--- src/rtl/disposition_unwrap.sv ---
// Receive side of the disposition path: classifies, filters and queues
// packed disposition words for the executor, with saturating statistics.
module disposition_unwrap #(
    parameter int                DISP_W    = 64,
    parameter int                DEPTH     = 4,
    parameter logic [DISP_W-1:0] NOP_VALUE = '0,
    parameter bit                DROP_NOP  = 1'b1,
    parameter int                CNT_W     = 16
) (
    input  logic                       clk,
    input  logic                       rst,
    input  logic                       flush,
    input  logic                       in_valid,
    output logic                       in_ready,
    input  logic [DISP_W-1:0]          in_disp,
    output logic                       out_valid,
    input  logic                       out_ready,
    output logic [DISP_W-1:0]          out_disp,
    output logic                       out_opcode,
    output logic [$clog2(DEPTH):0]     occupancy,
    output logic [CNT_W-1:0]           disp_cnt,
    output logic [CNT_W-1:0]           nop_cnt
);

    localparam int PTR_W = $clog2(DEPTH);
    localparam int OCC_W = PTR_W + 1;
    localparam logic [OCC_W-1:0] FULL = OCC_W'(DEPTH);

    logic [DISP_W:0]    mem [DEPTH];
    logic [PTR_W-1:0]   rd_ptr;
    logic [PTR_W-1:0]   wr_ptr;
    logic [OCC_W-1:0]   occ;
    logic               nop;
    logic               push;
    logic               pop;
    logic               wr_en;
    logic [DISP_W:0]    head;

    assign nop      = (in_disp == NOP_VALUE);
    assign in_ready = !rst && !flush && (occ < FULL);
    assign push     = in_valid && in_ready;
    assign out_valid = (occ != '0);
    assign pop      = out_valid && out_ready && !flush;
    // A dropped no-op is still a handshake; it just never reaches storage.
    assign wr_en    = push && !(nop && DROP_NOP);

    assign head       = mem[rd_ptr];
    assign out_disp   = out_valid ? head[DISP_W-1:0] : '0;
    assign out_opcode = out_valid ? head[DISP_W] : 1'b0;
    assign occupancy  = occ;

    always_ff @(posedge clk) begin
        if (wr_en) begin
            mem[wr_ptr] <= {nop, in_disp};
        end
    end

    always_ff @(posedge clk or posedge rst) begin
        if (rst) begin
            rd_ptr <= '0;
            wr_ptr <= '0;
            occ    <= '0;
        end else if (flush) begin
            rd_ptr <= '0;
            wr_ptr <= '0;
            occ    <= '0;
        end else begin
            if (wr_en) begin
                wr_ptr <= wr_ptr + PTR_W'(1);
            end
            if (pop) begin
                rd_ptr <= rd_ptr + PTR_W'(1);
            end
            if (wr_en && !pop) begin
                occ <= occ + OCC_W'(1);
            end else if (!wr_en && pop) begin
                occ <= occ - OCC_W'(1);
            end
        end
    end

    // in_ready already excludes flush, so a flushed push never counts.
    always_ff @(posedge clk or posedge rst) begin
        if (rst) begin
            disp_cnt <= '0;
            nop_cnt  <= '0;
        end else if (push) begin
            if (nop) begin
                if (nop_cnt != '1) begin
                    nop_cnt <= nop_cnt + CNT_W'(1);
                end
            end else if (disp_cnt != '1) begin
                disp_cnt <= disp_cnt + CNT_W'(1);
            end
        end
    end

endmodule

--- config.mk ---
export PLATFORM = sky130hd
export DESIGN_NAME = disposition_unwrap
export DESIGN_NICKNAME = d
export VERILOG_FILES = /design/src/rtl/disposition_unwrap.sv
export SDC_FILE = /design/constraint.sdc
export NUM_CORES = 1
export LEC_CHECK = 0
export ABC_AREA = 1
export ABC_CLOCK_PERIOD_IN_PS = 6700
export CORE_MARGIN = 10
export CORE_UTILIZATION = 55
export DETAILED_ROUTE_END_ITERATION = 8
export PLACE_DENSITY = 0.87
export SKIP_LAST_GASP = 1
export SYNTH_ARGS = -nofsm -noshare
export SYNTH_HDL_FRONTEND = slang
export SYNTH_SLANG_ARGS = --single-unit
--- constraint.sdc ---
create_clock -name clk -period 6.7 [get_ports clk]
set_input_delay 1.34 -clock clk [delete_from_list [all_inputs] [get_ports clk]]
set_output_delay 1.34 -clock clk [all_outputs]
set_load 0.005 [all_outputs]
==> results of run 1 <==
[metal layers]
metal / vias to the layer above / share of wire, %
met1: 4254 / 39
met4: 0 / 1.5
met5: - / 0
met3: 36 / 9.0
li1: 4181 / -
met2: 422 / 50
[registers in the layout, indices dropped and copies added, names as in the netlist]
signal,cells
disp_cnt,16
mem,260
nop_cnt,16
occupancy,3
rd_ptr,2
wr_ptr,2
[worst reg2reg max path, stage by stage, from the launching register on]
cell and delay, ns:
dfrtp_1 0.50, nor3_2 0.18, nand2_1 0.09, inv_2 0.11, nand2_2 0.19, nor2_4 0.82
buf_4 0.58
[through the flow]
stage,worst slack (ns),utilization [%],cell area (sq um)
final,1.489,68.51,15460
after CTS,1.519,68.50,15460
after detailed placement,2.143,64.21,14490
after global placement,2.273,64.21,14490
after global routing,1.194,68.51,15460
after floorplan,1.664,-,12550
[report_power, final]
group / internal [uW] / leakage [uW] / switching, uW
combinational: 672 / 0.00213 / 753
sequential: 2090 / 0.00285 / 83.3
clock: 973 / 0.000475 / 660
[Yosys cell counts]
master,number
o21ai_1,20
fa_1,1
nor4_1,2
nand3_2,2
clkbuf_1,32
dfrtp_1,39
nand3_1,14
xnor2_1,14
edfxtp_1,260
xor2_1,15
buf_6,2
buf_2,14
inv_2,5
buf_4,1
nor3_2,3
nand2_1,105
nand2_2,2
a21oi_1,66
ha_1,6
inv_4,1
inv_1,34
nand2_4,1
o21ai_2,3
nand4_1,11
nor2_2,2
nand3b_1,4
o21ai_0,131
nor3_1,10
buf_1,6
nor2_1,318
[layout make-up]
cell class / count / share of cell area (%)
Multi-Input combinational cell: 730 / 22.01
Tap cell: 285 / 2.306
Sequential cell: 299 / 56.83
Clock buffer: 40 / 5.348
Timing Repair Buffer: 182 / 11.59
Clock inverter: 13 / 0.9062
Inverter: 40 / 0.9952
Antenna cell: 1 / 0.01618
[how the worst min path moves through the flow]
stage | from | endpoint | slack [ns] | depth (start not counted)
after detailed placement | nop_cnt[15] | nop_cnt[15] | 0.56 | 2
final | nop_cnt[15] | nop_cnt[15] | 0.56 | 2
after global routing | nop_cnt[15] | nop_cnt[15] | 0.60 | 2
after global placement | nop_cnt[15] | nop_cnt[15] | 0.54 | 2
after CTS | nop_cnt[15] | nop_cnt[15] | 0.57 | 2
after floorplan | disp_cnt[2] | disp_cnt[2] | 0.52 | 2
[logic make-up (layout without fill, tap and decap cells)]
family	Yosys count	count (layout)	share of synthesized area [%]
other	0	1	0
AO/OA/AOI/OAI	220	220	8.866
buffers and inverters	95	275	3.152
XOR/XNOR	29	29	2.025
adder cells (fa/ha/maj)	7	7	0.7579
AND/OR/NAND/NOR	474	474	15.19
flip-flops	299	299	70.01
==> impl_metrics.csv, run 1 <==
group,metric,value,unit
status,status,"complete, no violations",
synth,synthCells,1124,
detailed_routing,via_per_inst,5.593,
place,port_buffers,170,
layout,register_area,0.008788,sq mm
global_route,grt_busiest_layer,"met2",
setup_path,r2r-start,"occupancy[2]",
layout,multi_input_area,0.003403,sq mm
cts,clk_path_buf_depth,3,
sta,maxSlewViolCount,0,
power_and_ir_drop,power,5234,uW
cts,clockRootBuffer,"clkbuf_16",
place,gp_congestion,0.8904,
die,dieArea,0.02925,sq mm
synth,synthesis.nets,1200,
die,io_pins,171,
cts,cts_resized,0,
setup_path,crit_type,"reg2out",
cts,hold_buffers,0,
power_and_ir_drop,irDropWorstVdd,0.0001859,V
sta,setup_viol,0,
global_route,use_met2,35.31,%
global_route,first_global_vias,8859,
cts,cts_max_level,1,
setup_path,reg2reg_to,"mem[2][12]",
sta,fmax,191.9,MHz
cts,numClockSinks,299,
setup_path,arrival,3.87,ns
setup_path,critPathLaunchType,"flop",
synth,ys_types,30,
sta,skew,0.02086,ns
global_route,grtUsageMet1,25.44,%
layout,finalNonFillerCells,1590,
layout,drive_gt1_share,6.135,%
setup_path,cpLargestDelayFamily,"buffers and inverters",
sta,hold_violations,0,
synth,yosysSeqAreaShare,70.01,%
hold_path,worstHoldPathType,"reg2reg",
job,cap_violations,0,
setup_path,r2r_slack,3.86,ns
setup_path,reg2reg_depth,6,
synth,avgSynthCellArea,11.16,sq um
power_and_ir_drop,power.density,338.4,mW/mm^2
layout,final_common_cell,"nor2_1",
detailed_routing,drt_iter0_markers,855,
synth,ys_ff_latch,299,
place,dp_hpwl,19110,um
die,die_h,171.0,um
synth,synth_top_area_cell,"edfxtp_1",
global_route,grt_util_all_layers,20.35,%
sta,rsz0062_at_grt,"false",
sta,finalCriticalPeriod,5.211,ns
cts,clk_pin_slew,0.06,ns
setup_path,crit_required,5.36,ns
setup_path,startpoint,"rd_ptr[0]",
detailed_routing,postRouteWirelength,30500,um
setup_path,slowest_stage,"clkinv_2",
detailed_routing,vias,8893,
cts,cts_buffers,29,
place,place_inst,1536,
detailed_routing,drc,0,
global_route,grt_use_met3,4.424,%
die,initial_core_util,55.58,%
global_route,antenna_found_initial,1,
setup_path,crit_cells,5,
synth,netlist_area,0.01255,sq mm
global_route,grt_first_pass_wirelength,47550,um
sta,worstMarginPinSlew,1.100,ns
die,num_rows,55,
detailed_routing,postRouteAntennaNets,0,
sta,whs,0.5606,ns
synth,synth_top_area_share,62.23,%
cts,tritoncts,"yes",
layout,nFillCells,1537,
setup_path,end_kind,"primary output",
layout,nets,1358,
global_route,grt_start_max_net_pins,93,
die,fp.dieW,171.0,um
cts,clk_latency,0.54,ns
detailed_routing,firstDrtPassIters,5,
synth,ys_warn_count,0,
setup_path,crit_path_end,"out_disp[34]",
sta,post-route-period-util,77.77,%
power_and_ir_drop,p_leak,0.005455,uW
sta,relSlewSlack,26.58,%
global_route,grt_remaining_overflow,0,
synth,synthTopCellsByArea,"edfxtp_1 62%, nor2_1 9.5%, dfrtp_1 7.8%",
die,coreArea,0.02257,sq mm
setup_path,worstPathCellList,"clkinv_2 -> buf_4 -> o21ai_0 -> a21oi_1 -> clkdlybuf4s50_1",
cts,cts_setup_buffers,0,
sta,setup_tns,0,ns
setup_path,slowest_delay,0.99,ns
layout,syn_to_final_growth,23.26,%
detailed_routing,drt-wirelength-per-cell,19.18,um
setup_path,worstPathMaxFanout,92,
setup_path,cp_num_buf_inv,3,
layout,mostFrequentLayoutCells,"314 x nor2_1, 260 x edfxtp_1, 170 x clkdlybuf4s50_1",
Note: power is estimated with default switching activity, not from simulation.
==> run 2: changes to the inputs <==
--- a/config.mk
+++ b/config.mk
@@ -6,11 +6,11 @@
 export NUM_CORES = 1
 export LEC_CHECK = 0
 export ABC_AREA = 1
-export ABC_CLOCK_PERIOD_IN_PS = 6700
+export ABC_CLOCK_PERIOD_IN_PS = 4600
 export CORE_MARGIN = 10
-export CORE_UTILIZATION = 55
+export CORE_UTILIZATION = 50
 export DETAILED_ROUTE_END_ITERATION = 8
-export PLACE_DENSITY = 0.87
+export PLACE_DENSITY = 0.84
 export SKIP_LAST_GASP = 1
 export SYNTH_ARGS = -nofsm -noshare
 export SYNTH_HDL_FRONTEND = slang
==> constraint.sdc (replaced) <==
create_clock -name clk -period 4.6 [get_ports clk]
set_input_delay 0.92 -clock clk [delete_from_list [all_inputs] [get_ports clk]]
set_output_delay 0.92 -clock clk [all_outputs]
set_load 0.005 [all_outputs]
==> run 2 against run 1 <==
Effect of this change:
- design area is 0.73% higher
- flip-flop and latch count did not move
- clock power increased by 42%
- highest routed layer unchanged
==> impl_metrics.csv, run 2 (synthesis results as in run 1) <==
group,metric,value,unit
status,status,"complete, no violations",
job,cap_violations,0,
layout,drive_gt1_share,6.707,%
sta,relSlewSlack,36.27,%
power_and_ir_drop,irDropWorstVdd,0.0003754,V
cts,clk_latency,0.53,ns
place,port_buffers,170,
hold_path,worstHoldPathType,"reg2reg",
global_route,grt_first_pass_wirelength,47520,um
sta,maxSlewViolCount,0,
die,io_pins,171,
cts,cts_buffers,30,
place,dp_hpwl,19100,um
place,gp_congestion,0.9160,
layout,nFillCells,1857,
detailed_routing,vias,8882,
cts,clockRootBuffer,"clkbuf_16",
cts,cts_max_level,1,
sta,setup_viol,0,
detailed_routing,drt_iter0_markers,634,
setup_path,arrival,2.94,ns
layout,finalNonFillerCells,1637,
global_route,grt_remaining_overflow,0,
layout,nets,1364,
layout,reg_top3,"mem: 260 flops, disp_cnt: 16 flops, nop_cnt: 16 flops",
cts,hold_buffers,0,
cts,tritoncts,"yes",
sta,hold_violations,0,
detailed_routing,drt-wirelength-per-cell,18.57,um
layout,mostFrequentLayoutCells,"314 x nor2_1, 260 x edfxtp_1, 170 x clkdlybuf4s50_1",
die,num_rows,57,
cts,numClockSinks,299,
sta,skew,0.008164,ns
power_and_ir_drop,p_leak,0.005478,uW
power_and_ir_drop,power.density,488.2,mW/mm^2
die,die_h,178.4,um
die,fp.dieW,178.4,um
global_route,grt_util_all_layers,18.67,%
sta,worstMarginPinSlew,0.9548,ns
setup_path,crit_type,"reg2out",
setup_path,critPathLaunchType,"flop",
cts,cts_resized,0,
die,coreArea,0.02453,sq mm
global_route,grt_start_max_net_pins,68,
setup_path,worstPathMaxFanout,60,
sta,rsz0062_at_grt,"false",
sta,post-route-period-util,83.81,%
detailed_routing,postRouteAntennaNets,0,
die,dieArea,0.03183,sq mm
global_route,first_global_vias,9014,
layout,final_common_cell,"nor2_1",
sta,finalCriticalPeriod,3.855,ns
place,place_inst,1580,
detailed_routing,firstDrtPassIters,7,
layout,syn_to_final_growth,24.15,%
layout,largest-register,"mem",
detailed_routing,via_per_inst,5.426,
setup_path,crit_required,3.68,ns
sta,fmax,259.4,MHz
global_route,antenna_found_initial,1,
die,initial_core_util,51.14,%
cts,clk_pin_slew,0.06,ns
cts,cts_setup_buffers,0,
layout,final_util,63.49,%
cts,clk_path_buf_depth,3,
layout,largest_reg_flops,260,
detailed_routing,drc,0,
setup_path,end_kind,"primary output",
setup_path,r2r_slack,1.94,ns
detailed_routing,postRouteWirelength,30390,um
run 2: cell count changes in the layout (fill, tap and decap cells not counted), moves of 2 or more:
cell,previous run,this run
clkbuf_8,6,0
clkinv_2,3,7
buf_12,0,3
clkinvlp_4,0,3
buf_4,12,14
clkbuf_16,29,31
run 2: cell type report:
| class | count | area (sq um) | area share (%) |
|---|---|---|---|
| Tap cell | 324 | 405.4 | 2.603 |
| Clock inverter | 21 | 165.2 | 1.060 |
| Multi-Input combinational cell | 730 | 3403 | 21.85 |
| Timing Repair Buffer | 187 | 1867 | 11.98 |
| Sequential cell | 299 | 8788 | 56.42 |
| Antenna cell | 1 | 2.502 | 0.01607 |
| Clock buffer | 35 | 790.8 | 5.077 |
| Inverter | 40 | 153.9 | 0.9880 |
run 2: layer usage:
metal  routed length [um]  global-route usage (%)
met1                11930                   23.19
met2                15040                   31.94
met3                 3002                   4.778
met4                  413                   4.685
met5                    0                       0
run 2: power breakdown:
group / internal (uW) / switching (uW) / leakage (uW) / total [uW]
logic: 995 / 1140 / 0.00217 / 2140
clock network: 1340 / 970 / 0.000463 / 2310
registers: 3050 / 104 / 0.00285 / 3150
total: 5390 / 2220 / 0.00548 / 7600
run 2: path summary, 6_finish.rpt:
kind                               from           end  cells past startpoint
max in group asynchronous           rst   disp_cnt[8]                      3
hold / removal             disp_cnt[14]  disp_cnt[14]                      2
setup / recovery              rd_ptr[0]  out_disp[40]                      6
min in group asynchronous           rst    nop_cnt[5]                      2
hold reg to reg            disp_cnt[14]  disp_cnt[14]                      2
setup reg to reg           occupancy[2]  occupancy[1]                     10
run 2: stage by stage:
stage	TNS (ns)	instance area [sq um]	hold WS [ns]	setup slack, ns	power, uW
2_1_floorplan	-4.139	12550	0.5199	-0.01592	4134
4_1_cts	0	15570	0.5703	0.7493	7655
6_report	0	15580	0.5804	0.7449	7604
5_1_grt	0	15570	0.6095	0.5506	7968
3_5_place_dp	0	14620	0.5421	1.090	5340
3_3_place_gp	0	14620	0.5419	1.151	5294
run 2: worst max-delay path, stage by stage, from the launching register on:
cell and delay, ns:
dfrtp_4 0.56, buf_4 0.59, nor2_1 0.11, nor2_1 0.11, o21ai_0 0.10, a21oi_1 0.34, clkdlybuf4s50_1 0.58
